`config.mk`:
```
export PLATFORM = sky130hd
export DESIGN_NAME = diff_requantizer_flat
export DESIGN_NICKNAME = d
export VERILOG_FILES = /design/src/rtl/diff_requantizer_if.sv /design/src/rtl/diff_requantizer.sv /design/src/flat_wrapper.sv
export SDC_FILE = /design/constraint.sdc
export NUM_CORES = 1
export LEC_CHECK = 0
export BUFFER_PORTS_ARGS = -buffer_cell sky130_fd_sc_hd__clkbuf_2
export CAP_MARGIN = 20
export CORE_MARGIN = 2
export CORE_UTILIZATION = 30
export DETAILED_ROUTE_END_ITERATION = 7
export MAX_ROUTING_LAYER = met4
export PLACE_DENSITY = 0.56
export SLEW_MARGIN = 40
export SYNTH_ARGS = -nofsm -noshare
export SYNTH_HDL_FRONTEND = slang
export SYNTH_SLANG_ARGS = --single-unit
```
`constraint.sdc`:
```
create_clock -name M100CLK -period 6.5 [get_ports M100CLK]
set_clock_uncertainty 0.15 [all_clocks]
set_input_delay 0.325 -clock M100CLK [delete_from_list [all_inputs] [get_ports M100CLK]]
set_output_delay 0.325 -clock M100CLK [all_outputs]
set_load 0.05 [all_outputs]
```
`src/rtl/diff_requantizer_if.sv`:
```
// Subtractor-to-requantizer stream bundle: strobe-qualified input plus valid/ready output.
// The master modport belongs to the driver/consumer side; the slave modport belongs to the requantizer.
interface diff_requantizer_if #(
  parameter int IN_W  = 33,
  parameter int OUT_W = 16
);
  logic              in_strobe;
  logic [IN_W-1:0]   in_sum;
  logic              out_valid;
  logic              out_ready;
  logic [OUT_W-1:0]  out_data;

  modport master (
    output in_strobe, in_sum, out_ready,
    input  out_valid, out_data
  );

  modport slave (
    input  in_strobe, in_sum, out_ready,
    output out_valid, out_data
  );
endinterface

```
`src/rtl/diff_requantizer.sv`:
```
// Round-shift and saturate the subtractor difference, then buffer it. Strobe to FIFO head takes 2 cycles.
// Backpressure: out_ready stalls the FIFO head; a sample arriving at a full FIFO with no pop is dropped and counted.
module diff_requantizer #(
  parameter int IN_W  = 33,
  parameter int OUT_W = 16,
  parameter int SHIFT = 16,
  parameter int DEPTH = 8
) (
  input  logic                   M100CLK,
  input  logic                   reset,
  diff_requantizer_if.slave      bus,
  output logic [$clog2(DEPTH):0] fifo_level,
  output logic [15:0]            sat_count,
  output logic [15:0]            drop_count,
  output logic                   overflow
);
  localparam int PW = $clog2(DEPTH);
  localparam int LW = PW + 1;
  localparam logic [LW-1:0] FULL = LW'(DEPTH);
  localparam logic [IN_W:0] RND = (IN_W+1)'(1) << (SHIFT - 1);
  localparam logic signed [IN_W:0] SAT_HI = {{(IN_W+2-OUT_W){1'b0}}, {(OUT_W-1){1'b1}}};
  localparam logic signed [IN_W:0] SAT_LO = {{(IN_W+2-OUT_W){1'b1}}, {(OUT_W-1){1'b0}}};

  // One extra bit of headroom so the rounding constant can never wrap the sum.
  logic signed [IN_W:0] w_sext;
  logic signed [IN_W:0] w_rnd;
  logic signed [IN_W:0] r_s1_val;
  logic                 r_s1_vld;

  logic [OUT_W-1:0] w_sat_dat;
  logic             w_clip;

  logic [OUT_W-1:0] r_mem [DEPTH];
  logic [PW-1:0]    r_wr_ptr;
  logic [PW-1:0]    r_rd_ptr;
  logic [LW-1:0]    r_level;
  logic [15:0]      r_sat_cnt;
  logic [15:0]      r_drop_cnt;
  logic             r_ovf;

  logic w_vld;
  logic w_pop;
  logic w_push;
  logic w_drop;

  assign w_sext = {bus.in_sum[IN_W-1], bus.in_sum};
  assign w_rnd  = w_sext + $signed(RND);

  always_comb begin
    w_sat_dat = r_s1_val[OUT_W-1:0];
    w_clip    = 1'b0;
    if (r_s1_val > SAT_HI) begin
      w_sat_dat = {1'b0, {(OUT_W-1){1'b1}}};
      w_clip    = 1'b1;
    end else if (r_s1_val < SAT_LO) begin
      w_sat_dat = {1'b1, {(OUT_W-1){1'b0}}};
      w_clip    = 1'b1;
    end
  end

  // A full FIFO still accepts when the head leaves in the same cycle.
  assign w_vld  = (r_level != '0);
  assign w_pop  = w_vld && bus.out_ready;
  assign w_push = r_s1_vld && ((r_level != FULL) || w_pop);
  assign w_drop = r_s1_vld && !w_push;

  always_ff @(posedge M100CLK) begin
    if (w_push) begin
      r_mem[r_wr_ptr] <= w_sat_dat;
    end
  end

  always_ff @(posedge M100CLK) begin
    if (reset) begin
      r_s1_vld   <= 1'b0;
      r_s1_val   <= '0;
      r_wr_ptr   <= '0;
      r_rd_ptr   <= '0;
      r_level    <= '0;
      r_sat_cnt  <= '0;
      r_drop_cnt <= '0;
      r_ovf      <= 1'b0;
    end else begin
      r_s1_vld <= bus.in_strobe;
      if (bus.in_strobe) begin
        r_s1_val <= w_rnd >>> SHIFT;
      end
      if (w_push) begin
        r_wr_ptr <= r_wr_ptr + 1'b1;
      end
      if (w_pop) begin
        r_rd_ptr <= r_rd_ptr + 1'b1;
      end
      case ({w_push, w_pop})
        2'b10:   r_level <= r_level + 1'b1;
        2'b01:   r_level <= r_level - 1'b1;
        default: r_level <= r_level;
      endcase
      if (r_s1_vld && w_clip && (r_sat_cnt != 16'hFFFF)) begin
        r_sat_cnt <= r_sat_cnt + 16'd1;
      end
      if (w_drop) begin
        r_ovf <= 1'b1;
        if (r_drop_cnt != 16'hFFFF) begin
          r_drop_cnt <= r_drop_cnt + 16'd1;
        end
      end
    end
  end

  assign bus.out_valid = w_vld;
  assign bus.out_data  = w_vld ? r_mem[r_rd_ptr] : '0;
  assign fifo_level    = r_level;
  assign sat_count     = r_sat_cnt;
  assign drop_count    = r_drop_cnt;
  assign overflow      = r_ovf;
endmodule

```
`src/flat_wrapper.sv`:
```
// flat-port wrapper written by rule: the top's interface ports become plain ports
module diff_requantizer_flat 
#(
  parameter int IN_W  = 33,
  parameter int OUT_W = 16,
  parameter int SHIFT = 16,
  parameter int DEPTH = 8
)
  (M100CLK, reset, fifo_level, sat_count, drop_count, overflow, bus_in_strobe, bus_in_sum, bus_out_ready, bus_out_valid, bus_out_data);
  diff_requantizer_if #(.IN_W(IN_W), .OUT_W(OUT_W)) bus_i ();
  input  logic M100CLK;
  input  logic reset;
  output logic [$clog2(DEPTH):0] fifo_level;
  output logic [15:0] sat_count;
  output logic [15:0] drop_count;
  output logic overflow;
  input wire logic [$bits(bus_i.in_strobe)-1:0] bus_in_strobe;
  input wire logic [$bits(bus_i.in_sum)-1:0] bus_in_sum;
  input wire logic [$bits(bus_i.out_ready)-1:0] bus_out_ready;
  output wire logic [$bits(bus_i.out_valid)-1:0] bus_out_valid;
  output wire logic [$bits(bus_i.out_data)-1:0] bus_out_data;
  assign bus_i.in_strobe = bus_in_strobe;
  assign bus_i.in_sum = bus_in_sum;
  assign bus_i.out_ready = bus_out_ready;
  assign bus_out_valid = bus_i.out_valid;
  assign bus_out_data = bus_i.out_data;
  diff_requantizer #(.IN_W(IN_W), .OUT_W(OUT_W), .SHIFT(SHIFT), .DEPTH(DEPTH)) u_core (.M100CLK(M100CLK), .reset(reset), .bus(bus_i), .fifo_level(fifo_level), .sat_count(sat_count), .drop_count(drop_count), .overflow(overflow));
endmodule
```
==> impl_metrics.sql, run 1 <==
INSERT INTO impl_metrics (metric_group, metric, value, unit) VALUES
('run_status', 'status', 'completed', ''),
('detailed_routing', 'drt-vias-per-instance', '4.925', ''),
('detailed_routing', 'drc', '0', ''),
('detailed_routing', 'detail_route.wirelength', '17250', 'um'),
('cells_and_area', 'area_growth_syn_to_layout', '17.59', '%'),
('worst_setup_path', 'critical_path.max_fanout', '17', ''),
('detailed_routing', 'drt_iter0_markers', '377', ''),
('timing', 'finalSetupTns', '0', 'ps'),
('timing', 'setup-violations-final', '0', ''),
('clocking', 'clock_tree_from_tritoncts', 'done', ''),
('timing', 'unrepaired_setup_endpoints_after_global_routing', 'no', ''),
('timing', 'maxClockFrequency', '315.1', 'MHz'),
('worst_setup_path', 'setup.worst_path.class', 'register to register', ''),
('pwr', 'power_frac_clock', '32.5', '%'),
('timing', 'slew_viol_final', '0', ''),
('worst_setup_path', 'critical-path-slowest-cell', 'or3_4', ''),
('pwr', 'p_sw_share', '35.75', '%'),
('floorplanning', 'effective_utilization_at_floorplan', '30.59', '%'),
('synthesis', 'ys_dominant_reg_cell', 'edfxtp_1', ''),
('cells_and_area', 'layout.core_utilization', '35.97', '%'),
('global_routing', 'grt_first_pass_wirelength', '27640', 'um'),
('synthesis', 'main_combinational_cell_family_by_area_after_synthesis', 'simple AND/OR/NAND/NOR gates', ''),
('worst_setup_path', 'timing.critical_path.slowest_cell_delay', '440', 'ps'),
('synthesis', 'synthXorXnorAreaFrac', '1.806', '%'),
('pwr', 'irDropWorstVdd', '0.1734', 'mV'),
('floorplanning', 'floorplan.die.height', '169.8', 'um'),
('cells_and_area', 'final_common_cell', 'edfxtp_1', ''),
('worst_setup_path', 'required_time_at_the_endpoint_of_the_critical_path', '6670', 'ps'),
('detailed_routing', 'ant_nets', '0', ''),
('worst_setup_path', 'critPathTopFamily', 'simple AND/OR/NAND/NOR gates', ''),
('pwr', 'power_switching', '1.221', 'mW'),
('synthesis', 'post_synth_mux_area_share', '11.84', '%'),
('synthesis', 'synth_async_sr_flop_share', '0', '%'),
('pwr', 'combinationalPowerShare', '26.6', '%'),
('timing', 'setup_ws', '3326', 'ps'),
('worst_setup_path', 'path_buf_inv', '2', ''),
('cells_and_area', 'layout.area.seq', '5146', 'sq um'),
('synthesis', 'netlist_instances', '622', ''),
('cells_and_area', 'n_antenna_cell', '0', ''),
('cells_and_area', 'multi_input_area', '2940', 'sq um'),
('placement', 'port_buffers', '75', ''),
('worst_setup_path', 'critical_path.endpoint_type', 'register', ''),
('synthesis', 'synth_top_cell_by_area', 'edfxtp_1', ''),
('clocking', 'ctsHtreeMaxLevel', '4', ''),
('global_routing', 'largest_net_degree_at_the_start_of_global_routing', '64', ''),
('synthesis', 'post_synth_num_cell_types', '49', ''),
('run', 'max_capacitance_violation_total', '0', ''),
('synthesis', 'postSynthNetCount', '668', ''),
('cells_and_area', 'final.fill_count', '2597', ''),
('placement', 'hpwl', '11020', 'um'),
('timing', 'post-route-min-period', '3174', 'ps'),
('timing', 'timing_worst_slew_pin_value', '700.9', 'ps'),
('global_routing', 'first_global_vias', '4902', ''),
('global_routing', 'grt_util_all_layers', '12.84', '%'),
('cells_and_area', 'final_cell_mix', '128 x edfxtp_1, 91 x nor2_1, 75 x clkbuf_2', ''),
('synthesis', 'synth.cell_area', '8244', 'sq um'),
('detailed_routing', 'drt_pre_antenna_iters', '4', ''),
('synthesis', 'synth.avg_cell_area', '13.25', 'sq um'),
('placement', 'place.gp.congestion', '0.7595', ''),
('clocking', 'clock_path_buffers', '2', ''),
('cells_and_area', 'stdcell_count', '1052', ''),
('worst_setup_path', 'path_cells', 'or3_4 -> nor2_1 -> buf_4 -> inv_1 -> and2_1 -> ha_1 -> ha_1 -> a21o_1 -> a21oi_1 -> mux2i_1 -> mux2_2', ''),
('floorplanning', 'coreArea', '26950', 'sq um'),
('floorplanning', 'die_area', '28820', 'sq um'),
('timing', 'holdWs', '36.32', 'ps'),
('detailed_routing', 'dr_total_vias', '5181', ''),
('global_routing', 'globalRoute.totalOverflow', '0', ''),
('cells_and_area', 'drive_gt1_share', '23.77', '%'),
('clocking', 'cts_made_buffers', '17', ''),
('pwr', 'seq_power_share', '40.9', '%'),
('detailed_routing', 'routed_wire_length_per_instance', '16.40', 'um');
[cell usage after synthesis, drive strengths merged, types with 8 or more instances]
cell type    n
dfxtp       65
inv         10
mux4        32
ha           8
clkbuf      27
mux2i       21
o31ai       14
a211oi      12
nand3       18
xor2        13
or4         15
or3         13
nand4       14
nand2       16
o21ai       15
edfxtp     128
a21oi       30
nor2        91
nor3         8
[kinds of logic (layout without fill, tap and decap cells)]
kind of cell,count (synthesis),after routing
fa+ha+maj,9,9
mux,57,57
flops,193,193
xor+xnor,17,17
buf+inv,44,133
compound gates,94,94
simple gates,208,208
[layer usage]
layer | vias to the layer above | GRT usage, % | share of wire, %
li1 | 2548 | - | -
met3 | 8 | 2.752 | 3.3
met5 | - | - | 0
met1 | 2531 | 18.12 | 51
met2 | 94 | 18.79 | 45
met4 | 0 | 3.382 | 0.62
[per-stage QoR]
stage,power [mW],cell area (sq um)
2_1_floorplan,2.126,8244
5_1_grt,3.572,9694
3_5_place_dp,2.349,9039
3_3_place_gp,2.340,9039
4_1_cts,3.463,9687
6_report,3.414,9694
[worst paths after layout]
| check | start | to | slack, ps | cells after the start |
|---|---|---|---|---|
| worst min register to register | u_core.overflow | u_core.overflow | 330 | 2 |
| worst max register to register | u_core.fifo_level[0] | u_core.fifo_level[3] | 3330 | 11 |
| worst min-delay path | bus_in_sum[31] | u_core.r_s1_val[15] | 40 | 3 |
| worst max-delay path | u_core.fifo_level[0] | u_core.fifo_level[3] | 3330 | 11 |
[power groups by stage]
stage,Sequential (mW),Clock [mW],Combinational (mW)
2_1_floorplan,1.45,0,0.673
4_1_cts,1.40,1.14,0.925
6_report,1.40,1.11,0.907
5_1_grt,1.40,1.19,0.982
3_3_place_gp,1.42,0,0.917
3_5_place_dp,1.42,0,0.925
[registers in the layout, summed over array words and instances (netlist names), named ones only]
| name | cells |
|---|---|
| u_core.r_rd_ptr | 3 |
| u_core.fifo_level | 4 |
| u_core.r_s1_val | 18 |
| u_core.r_mem | 128 |
| u_core.drop_count | 16 |
| u_core.r_s1_vld | 1 |
| u_core.sat_count | 16 |
| u_core.r_wr_ptr | 3 |
| u_core.overflow | 1 |
[tightest hold or removal path, stage by stage]
cell,delay (ps)
clkbuf_2,100
o21ai_0,70
a311oi_1,80
[final cells by class]
type                    count  area share, %
flip-flops and latches    193          53.08
repair buffers             91          5.111
clock inverters            15          2.297
well taps                 341          4.401
clock buffers              17          4.388
multi-input cells         385          30.33
inverters                  10         0.3872
(Power assumes the default switching activity.)
==> run 2, diff against run 1 <==
==> constraint.sdc (replaced) <==
create_clock -name M100CLK -period 3.28 [get_ports M100CLK]
set_clock_uncertainty 0.15 [all_clocks]
set_input_delay 0.164 -clock M100CLK [delete_from_list [all_inputs] [get_ports M100CLK]]
set_output_delay 0.164 -clock M100CLK [all_outputs]
set_load 0.05 [all_outputs]
==> impl_metrics.sql, run 2 (synthesis gave the netlist of run 1 again) <==
INSERT INTO impl_metrics (metric_group, metric, value, unit) VALUES
('run_status', 'status', 'completed', ''),
('timing', 'period_share', '86.31', '%'),
('detailed_routing', 'ant_nets', '0', ''),
('timing', 'post-route-min-period', '2831', 'ps'),
('pwr', 'total_power', '6.755', 'mW'),
('clocking', 'clock_path_buffers', '2', ''),
('cells_and_area', 'final.fill_count', '2584', ''),
('global_routing', 'initial_antenna_violation_count', '0', ''),
('cells_and_area', 'final_cell_mix', '128 x edfxtp_1, 90 x nor2_1, 74 x clkbuf_2', ''),
('timing', 'setup-violations-final', '0', ''),
('timing', 'maxClockFrequency', '353.2', 'MHz'),
('global_routing', 'first_global_vias', '5061', ''),
('cells_and_area', 'finish.net_count', '767', ''),
('floorplanning', 'effective_utilization_at_floorplan', '30.59', '%'),
('clocking', 'clock-sinks', '193', ''),
('clocking', 'clock_tree_from_tritoncts', 'done', ''),
('cells_and_area', 'n_antenna_cell', '0', ''),
('worst_setup_path', 'ff2ff_setup_slack', '450', 'ps'),
('clocking', 'cts.repair_timing.setup_buffer_count', '0', ''),
('pwr', 'combinationalPowerShare', '26.4', '%'),
('floorplanning', 'floorplan.die.height', '169.8', 'um'),
('placement', 'port_buffers', '75', ''),
('clocking', 'cts_made_buffers', '17', ''),
('cells_and_area', 'reg_top3', 'u_core.r_mem: 128 flops, u_core.r_s1_val: 18 flops', ''),
('global_routing', 'grt_util_all_layers', '12.94', '%'),
('worst_setup_path', 'regToRegEndpoint', 'u_core.fifo_level[3]', ''),
('worst_setup_path', 'critical_path.endpoint_type', 'register', ''),
('detailed_routing', 'dr_total_vias', '5264', ''),
('detailed_routing', 'drt_pre_antenna_iters', '4', ''),
('global_routing', 'grt_first_pass_wirelength', '28120', 'um'),
('global_routing', 'largest_net_degree_at_the_start_of_global_routing', '41', ''),
('worst_setup_path', 'critical_path.max_fanout', '6', ''),
('pwr', 'power_switching', '2.394', 'mW'),
('detailed_routing', 'detail_route.wirelength', '17640', 'um'),
('worst_setup_path', 'setup.worst_path.start', 'u_core.fifo_level[0]', ''),
('pwr', 'seq_power_share', '41.7', '%'),
('worst_setup_path', 'critPathCapture', 'u_core.fifo_level[3]', ''),
('worst_setup_path', 'critical_path_depth', '10', ''),
('clocking', 'ctsHtreeMaxLevel', '4', ''),
('worst_setup_path', 'critPathLaunchType', 'register', ''),
('timing', 'finalSetupTns', '0', 'ps'),
('worst_setup_path', 'timing.critical_path.arrival', '3000', 'ps'),
('detailed_routing', 'drt_iter0_markers', '368', ''),
('timing', 'slew_headroom', '52.25', '%'),
('worst_setup_path', 'critical_path.most_common_cell', 'ha_1', ''),
('placement', 'hpwl', '11430', 'um'),
('cells_and_area', 'final_common_cell', 'edfxtp_1', ''),
('clocking', 'cts_repair_resize_count', '0', ''),
('clocking', 'path_clk_slew', '80', 'ps'),
('pwr', 'irDropWorstVdd', '0.3519', 'mV'),
('cells_and_area', 'multi_input_area', '2935', 'sq um'),
('cells_and_area', 'top_register', 'u_core.r_mem', ''),
('detailed_routing', 'drt-vias-per-instance', '4.897', ''),
('placement', 'post-place-ws', '438.2', 'ps'),
('worst_setup_path', 'required_time_at_the_endpoint_of_the_critical_path', '3450', 'ps'),
('pwr', 'total_leakage_power', '3.337', 'nW'),
('run', 'max_capacitance_violation_total', '0', ''),
('cells_and_area', 'largest_reg_flops', '128', ''),
('cells_and_area', 'layout.area.seq', '5149', 'sq um'),
('timing', 'unrepaired_setup_endpoints_after_global_routing', 'no', ''),
('worst_setup_path', 'critical-path-slowest-cell', 'or3_4', ''),
('timing', 'slew_viol_final', '0', ''),
('timing', 'setup_ws', '449.0', 'ps'),
('detailed_routing', 'drc', '0', ''),
('worst_setup_path', 'regToRegStartpoint', 'u_core.fifo_level[0]', ''),
('worst_setup_path', 'timing.critical_path.slowest_cell_delay', '430', 'ps'),
('clocking', 'ctsRootBufferMaster', 'clkbuf_16', ''),
('worst_setup_path', 'path_cells', 'or3_4 -> nor2_2 -> inv_2 -> and2_1 -> ha_1 -> ha_1 -> a21o_1 -> a21oi_1 -> mux2i_1 -> mux2_2', ''),
('clocking', 'clkLatencyLatePin', '430', 'ps'),
('timing', 'timing_worst_slew_pin_value', '710.8', 'ps'),
('detailed_routing', 'routed_wire_length_per_instance', '16.41', 'um'),
('pwr', 'p_sw_share', '35.44', '%'),
('worst_setup_path', 'timing.reg2reg.worst_path_depth', '10', ''),
('cells_and_area', 'drive_gt1_share', '23.98', '%'),
('floorplanning', 'coreArea', '26950', 'sq um'),
('clocking', 'cts_hold_buffers_added', '20', ''),
('worst_hold_path', 'min_path_type', 'input port to register', ''),
('floorplanning', 'placement_rows', '60', ''),
('worst_setup_path', 'critPathTopFamily', 'simple AND/OR/NAND/NOR gates', ''),
('floorplanning', 'floorplan.die.width', '169.8', 'um'),
('global_routing', 'globalRoute.totalOverflow', '0', ''),
('floorplanning', 'boundaryPins', '91', ''),
('placement', 'place.gp.congestion', '0.7659', ''),
('worst_setup_path', 'setup.worst_path.class', 'register to register', ''),
('cells_and_area', 'area_growth_syn_to_layout', '20.20', '%'),
('pwr', 'p_int', '4.361', 'mW'),
('pwr', 'p_per_area', '681.7', 'nW/um^2'),
('pwr', 'power_frac_clock', '31.9', '%'),
('floorplanning', 'die_area', '28820', 'sq um'),
('worst_setup_path', 'path_buf_inv', '1', ''),
('timing', 'timing_hold_violations_final', '0', '');
## run 2: changes by cell type in the layout (fill, tap and decap cells not counted), moves of 2 or more
cell,delta
buf_4,+3
clkinv_8,+2
dfxtp_1,-2
dfxtp_2,+2
dlygate4sd3_1,+20
## run 2: final cells by class
type	count	area share, %
Clock buffer	17	4.293
Inverter	10	0.3788
Multi-Input combinational cell	385	29.62
Sequential cell	193	51.96
Timing Repair Buffer	114	7.273
Clock inverter	15	2.172
Tap cell	341	4.306
## run 2: metal layers
metal / up-vias / part of all wire, % / GRT usage, %
met5: - / 0 / -
met4: 0 / 0.78 / 3.122
met3: 11 / 2.8 / 2.472
met2: 84 / 47 / 19.93
met1: 2561 / 49 / 17.73
li1: 2608 / - / -
## run 2: metrics by stage
step	util (%)	instance area [sq um]	hold slack, ps	instances
6_report	36.77	9910	30.77	1075
5_1_grt	36.77	9910	47.26	1075
4_1_cts	36.77	9910	4.216	1075
3_5_place_dp	33.65	9069	317.9	1023
3_3_place_gp	33.64	9066	315.1	1023
2_1_floorplan	-	8249	186.4	622
## run 2: how the worst min path moves through the flow
stage,startpoint,end,slack [ps],cells past startpoint
final,bus_in_sum[15],u_core.r_s1_val[0],30,4
after global placement,bus_in_sum[32],u_core.r_s1_val[16],320,3
after global routing,bus_in_sum[15],u_core.r_s1_val[0],50,4
after detailed placement,bus_in_sum[31],u_core.r_s1_val[15],320,3
after floorplan,bus_in_sum[32],u_core.r_s1_val[17],190,2
after CTS,bus_in_sum[15],u_core.r_s1_val[0],4,4
## run 2: tightest hold or removal path, cell delays in order
cell and delay (ps):
clkbuf_2 100, ha_1 150, mux2i_1 70, nor2_1 80
## run 2: power groups by stage
stage          Sequential (mW)  Combinational (mW)  Clock, mW
6_report                  2.81                1.78       2.16
2_1_floorplan             2.88                1.34          0
5_1_grt                   2.84                1.94       2.30
4_1_cts                   2.82                1.83       2.22
3_5_place_dp              2.88                1.80          0
3_3_place_gp              2.87                1.79          0
